--- config.mk ---
export PLATFORM = sky130hd
export DESIGN_NAME = hit_collector
export DESIGN_NICKNAME = d
export VERILOG_FILES = /design/src/rtl/raytrace_pkg.sv /design/src/rtl/closest_hit_cmp.sv /design/src/rtl/hit_collector.sv
export SDC_FILE = /design/constraint.sdc
export NUM_CORES = 1
export LEC_CHECK = 0
export ABC_AREA = 1
export CAP_MARGIN = 20
export CORE_MARGIN = 4
export CORE_UTILIZATION = 59
export CTS_CLUSTER_DIAMETER = 40
export CTS_CLUSTER_SIZE = 14
export DETAILED_ROUTE_END_ITERATION = 10
export GPL_ROUTABILITY_DRIVEN = 0
export PLACE_DENSITY_LB_ADDON = 0.2
export SKIP_CTS_REPAIR_TIMING = 1
export SYNTH_ARGS = -nofsm -noshare
export SYNTH_HDL_FRONTEND = slang
export SYNTH_SLANG_ARGS = --single-unit
--- constraint.sdc ---
create_clock -name clock -period 4.8 [get_ports clock]
set_input_delay 0.48 -clock clock [delete_from_list [all_inputs] [get_ports clock]]
set_output_delay 0.48 -clock clock [all_outputs]
set_load 0.05 [all_outputs]
--- src/rtl/raytrace_pkg.sv ---
// raytrace_pkg: shared widths, sentinels and collector state encoding
package raytrace_pkg;
  localparam int Q_BITS = 10;
  localparam int D_BITS = 32;
  localparam int M_BITS = 12;
  localparam int TRI_COUNT = 12;
  localparam logic signed [D_BITS-1:0] T_MAX = {1'b0, {(D_BITS-1){1'b1}}};
  localparam logic [M_BITS-1:0] IDX_NONE = '1;
  localparam logic [M_BITS-1:0] LAST_IDX = M_BITS'(TRI_COUNT - 1);
  typedef enum logic [1:0] {WAIT, POP, EMIT} state_t;
endpackage

--- src/rtl/closest_hit_cmp.sv ---
// closest_hit_cmp: decides whether the current record replaces the best hit so far
// cur_hit/cur_t: record under test; best_hit/best_t: running best; take_new: replace best
module closest_hit_cmp
  import raytrace_pkg::*;
(
  input  logic                     cur_hit,
  input  logic signed [D_BITS-1:0] cur_t,
  input  logic                     best_hit,
  input  logic signed [D_BITS-1:0] best_t,
  output logic                     take_new
);
  // t must be strictly positive; strict less-than keeps the lower index on ties
  assign take_new = cur_hit && !cur_t[D_BITS-1] && cur_t != '0 && (!best_hit || cur_t < best_t);
endmodule

--- src/rtl/hit_collector.sv ---
// hit_collector: reduces TRI_COUNT hit records per ray to one closest-hit result
// clock/reset: sync active-high; in_*/hit_in/t_in: FWFT hit FIFO; out_*/result_*: result FIFO write side
module hit_collector
  import raytrace_pkg::*;
(
  input  logic                     clock,
  input  logic                     reset,
  input  logic                     in_empty,
  output logic                     in_rd_en,
  input  logic                     hit_in,
  input  logic signed [D_BITS-1:0] t_in,
  input  logic                     out_full,
  output logic                     out_wr_en,
  output logic                     result_hit,
  output logic [M_BITS-1:0]        result_idx,
  output logic signed [D_BITS-1:0] result_t
);
  state_t                     state_q;
  logic [M_BITS-1:0]          tri_cnt_q;
  logic                       best_hit_q;
  logic [M_BITS-1:0]          best_idx_q;
  logic signed [D_BITS-1:0]   best_t_q;
  logic                       cur_hit_q;
  logic signed [D_BITS-1:0]   cur_t_q;
  logic                       take_new;
  closest_hit_cmp u_cmp (
    .cur_hit  (cur_hit_q),
    .cur_t    (cur_t_q),
    .best_hit (best_hit_q),
    .best_t   (best_t_q),
    .take_new (take_new)
  );
  always_ff @(posedge clock) begin
    if (reset || !(state_q inside {WAIT, POP, EMIT})) begin
      state_q    <= WAIT;
      in_rd_en   <= 1'b0;
      out_wr_en  <= 1'b0;
      result_hit <= 1'b0;
      result_idx <= IDX_NONE;
      result_t   <= T_MAX;
      tri_cnt_q  <= '0;
      best_hit_q <= 1'b0;
      best_idx_q <= IDX_NONE;
      best_t_q   <= T_MAX;
      cur_hit_q  <= 1'b0;
      cur_t_q    <= '0;
    end else begin
      case (state_q)
        WAIT: begin
          out_wr_en <= 1'b0;
          if (!in_empty) begin
            cur_hit_q <= hit_in;
            cur_t_q   <= t_in;
            in_rd_en  <= 1'b1;
            state_q   <= POP;
          end
        end
        POP: begin
          in_rd_en <= 1'b0;
          if (take_new) begin
            best_hit_q <= 1'b1;
            best_t_q   <= cur_t_q;
            best_idx_q <= tri_cnt_q;
          end
          if (tri_cnt_q == LAST_IDX) begin
            state_q <= EMIT;
          end else begin
            tri_cnt_q <= tri_cnt_q + M_BITS'(1);
            state_q   <= WAIT;
          end
        end
        default: begin
          out_wr_en <= !out_full;
          if (!out_full) begin
            result_hit <= best_hit_q;
            result_idx <= best_idx_q;
            result_t   <= best_t_q;
            tri_cnt_q  <= '0;
            best_hit_q <= 1'b0;
            best_idx_q <= IDX_NONE;
            best_t_q   <= T_MAX;
            state_q    <= WAIT;
          end
        end
      endcase
    end
  end
endmodule

==> metrics.md <==
| Metric | Value |
|---|---|
| Run status | `complete, no violations` |
| Top cells by area in the synthesized netlist | `sky130_fd_sc_hd__dfxtp_1 45%, sky130_fd_sc_hd__nand2_1 12%, sky130_fd_sc_hd__nand3_1 9.0%` |
| Sw Ratio | `22.57%` |
| DRC violation count after routing | `0` |
| Number of buffers inserted by port buffering | `83` |
| Number of distinct standard cells referenced by the synthesized netlist | `30` |
| Slew of the pin with the lowest slew margin | `0.9493 ns` |
| Number of cells on the worst hold path | `2` |
| Biggest fanout along the worst timing path | `45` |
| Total wire length | `15.66 mm` |
| Unrepaired setup endpoints after global routing | `no` |
| Half-perimeter wire length after placement | `9.692 mm` |
| Cell chosen for the clock root | `sky130_fd_sc_hd__clkbuf_8` |
| Endpoint kind of the worst setup timing path | `flop` |
| Required time worst endpoint | `5.18 ns` |
| Placeable core region | `10230 um2` |
| Worst-case setup margin in the final layout | `1.936 ns` |
| CP Class | `reg -> reg` |
| Number of antenna violations at the first check in global routing | `0` |
| Pwr Density | `373.2 nW/um2` |
| Period minus WS final | `2.864 ns` |
| Final hold vios | `0` |
| Critical Path Start Type | `flop` |
| Synthesis-to-finish area growth | `24.50%` |
| Fmax | `349.1 MHz` |
| Part of the power in registers | `42.4%` |
| Initial core utilization | `60.10%` |
| Number of max-cap violations | `0` |
| Detailed router's first-iteration violation count | `443` |
| Clock group share of total power | `50.1%` |
| CP arrival | `3.25 ns` |
| Final clock period utilization by the worst path | `59.68%` |
| Routed wirelength normalized by instance count | `15.26 um` |
| Biggest area consumer among synthesized cells | `sky130_fd_sc_hd__dfxtp_1` |
| Via Count | `5780` |
| Nets in the synthesized netlist | `885` |
| Number of vias per cell after detailed routing | `5.634` |
| R2R depth | `16` |
| Total net switching power | `0.6449 mW` |
| Class of the tightest hold or removal check | `reg -> reg` |
| Warnings, synthesis | `0` |
| Standard cell with the maximum stage delay on the critical path | `sky130_fd_sc_hd__nand2_4` |
| Clk buf depth | `2` |
| Internal portion of total power | `2.212 mW` |
| Chip Height | `110.1 um` |
| Number of slew-limit violations in the final report | `0` |
| Source-to-sink clock delay at the later pin of the worst-skew pair | `0.53 ns` |
| Clk_skew | `0.009082 ns` |
| Delay of the slowest cell on the worst path | `0.45 ns` |
| Top cell type's share of synthesized area | `45.26%` |
| Post-route worst hold slack | `0.4631 ns` |
| Die Span X | `110.1 um` |
| Clock-pin slew reported for the worst setup and hold paths after clock tree synthesis | `0.06 ns` |
| Total congestion overflow after global routing | `0` |
| Pwr Total | `2.857 mW` |
| H-tree levels | `4` |
| Worst vdd rail ir drop | `0.2264 mV` |
| Crit-path most repeated cell | `sky130_fd_sc_hd__nand2_1` |
| Fin util | `74.82%` |
| Via count of the first global-routing pass | `5486` |
| Antenna Nets Post-Route | `0` |
| Part of the total power dissipated in combinational logic | `7.5%` |
| Critical path cell sequence | `inv_1, ha_1, a21oi_1, nor2_1, nor3_1, nand2_1, nand2_1, nand2_1, nand2_1, nand2_1, nand2_1, nand3_2, nand2_4, nand2_4, nand2_1, nand3_1` |
| Number of nets in the layout | `946` |
| Number of instances in the synthesized netlist | `816` |
| CTS tree | `done` |
| Worst max-slew margin expressed relative to the limit | `36.57%` |
| Global-route wire length before repair | `25.62 mm` |
| Combined area of all synthesized cells | `6148 um2` |
| Yosys reg bits | `139` |
| Leakage power total | `3.731 nW` |
| Register area share after synthesis | `45.26%` |
| Number of sinks driven by the clock tree | `139` |
| Post-Syn Area per Cell | `7.535 um2` |
| Antenna diode count | `0` |
| Full die area | `12120 um2` |
| Finish-stage setup viols | `0` |
| Ratio of cells with drive above 1 in the final layout | `6.180%` |
| Setup TNS | `0 ns` |
| Post-placement setup slack | `1.702 ns` |
| Total global routing track utilization | `26.69%` |
| Largest net degree at the start of global routing | `67` |
| Number of iterations in the first detailed-routing pass | `6` |
| Total CTS buffers | `17` |
| Placement Rows | `37` |
| I/O pin total | `84` |
-- final timing paths --
path	from	endpoint	slack (ns)
max	best_t_q[5]	best_t_q[14]	1.94
min	result_idx[6]	result_idx[6]	0.46
max reg2reg	best_t_q[5]	best_t_q[14]	1.94
min reg2reg	result_idx[6]	result_idx[6]	0.46
-- per-layer routing --
layer  track usage (%)  vias to the layer above  wire [um]
met4             11.49                        0        413
met1             32.94                     2662       6446
met3             4.776                       44       1024
met2             45.62                      241       7773
li1                  -                     2833          -
met5                 0                        -          0
-- flip-flops by register name (all words and copies together), names as in the netlist --
signal,flops
best_t_q,32
in_rd_en,1
out_wr_en,1
cur_t_q,32
result_hit,1
best_idx_q,12
tri_cnt_q,12
best_hit_q,1
result_t,32
state_q,2
result_idx,12
cur_hit_q,1
-- cells in the final DEF, fill, tap and decap left out, types with 5 or more instances in the layout --
master	n
sky130_fd_sc_hd__nand2_1	198
sky130_fd_sc_hd__dfxtp_1	139
sky130_fd_sc_hd__nand3_1	110
sky130_fd_sc_hd__inv_1	85
sky130_fd_sc_hd__clkdlybuf4s50_1	83
sky130_fd_sc_hd__a21oi_1	57
sky130_fd_sc_hd__o21ai_0	42
sky130_fd_sc_hd__ha_1	32
sky130_fd_sc_hd__o211ai_1	30
sky130_fd_sc_hd__nor2_1	28
sky130_fd_sc_hd__clkbuf_16	16
sky130_fd_sc_hd__nand4_1	11
sky130_fd_sc_hd__nor3_1	10
sky130_fd_sc_hd__inv_2	5
sky130_fd_sc_hd__bufinv_16	5
sky130_fd_sc_hd__buf_4	5
-- critical path: cells and delay by family (launching register included) --
family,cells,cell delay (ns)
AND/OR/NAND/NOR,13,1.82
AO/OA/AOI/OAI,1,0.15
adder cells (fa/ha/maj),1,0.30
buffers and inverters,1,0.07
flip-flops,1,0.34
-- power groups by stage --
stage	registers, mW	logic [mW]	clock network (mW)
after floorplan	1.23	0.135	0
final	1.21	0.213	1.43
after detailed placement	1.24	0.202	0
after CTS	1.21	0.210	1.44
after global routing	1.22	0.239	1.48
after global placement	1.23	0.196	0
-- stage by stage --
| step | cells | area [um2] |
|---|---|---|
| 6_report | 1026 | 7655 |
| 3_5_place_dp | 993 | 6984 |
| 2_1_floorplan | 816 | 6148 |
| 4_1_cts | 1025 | 7635 |
| 5_1_grt | 1026 | 7655 |
| 3_3_place_gp | 993 | 6984 |
-- area by class of cell --
cell class	count	area (um2)
multi-input combinational	539	2820
sequential	139	2783
fill	757	2576
timing repair buffer	89	888.4
clock buffer	22	462.9
inverter	91	342.8
clock inverter	10	187.7
tap	136	170.2
-- cell families after synthesis --
group           count (synthesis)  share of synthesized area [%]
fa+ha+maj                      32                          6.512
flops                         139                          45.26
simple gates                  374                          26.90
compound gates                133                          12.21
buf+inv                       138                          9.117
-- cells in the mapped netlist --
master,n
sky130_fd_sc_hd__a211oi_1,1
sky130_fd_sc_hd__a21oi_1,57
sky130_fd_sc_hd__a21oi_2,1
sky130_fd_sc_hd__a31oi_1,1
sky130_fd_sc_hd__buf_1,1
sky130_fd_sc_hd__buf_2,1
sky130_fd_sc_hd__buf_4,3
sky130_fd_sc_hd__buf_6,4
sky130_fd_sc_hd__clkbuf_1,38
sky130_fd_sc_hd__dfxtp_1,139
sky130_fd_sc_hd__ha_1,32
sky130_fd_sc_hd__inv_1,85
sky130_fd_sc_hd__inv_2,6
sky130_fd_sc_hd__nand2_1,199
sky130_fd_sc_hd__nand2_2,1
sky130_fd_sc_hd__nand2_4,2
sky130_fd_sc_hd__nand3_1,110
sky130_fd_sc_hd__nand3_2,2
sky130_fd_sc_hd__nand3b_1,1
sky130_fd_sc_hd__nand4_1,11
sky130_fd_sc_hd__nor2_1,28
sky130_fd_sc_hd__nor2_2,2
sky130_fd_sc_hd__nor3_1,10
sky130_fd_sc_hd__nor3_2,2
sky130_fd_sc_hd__nor4_1,4
sky130_fd_sc_hd__nor4_2,1
sky130_fd_sc_hd__o211ai_1,30
sky130_fd_sc_hd__o21a_1,1
sky130_fd_sc_hd__o21ai_0,42
sky130_fd_sc_hd__or2_2,1
No activity file was read; power rests on OpenSTA's default activity.
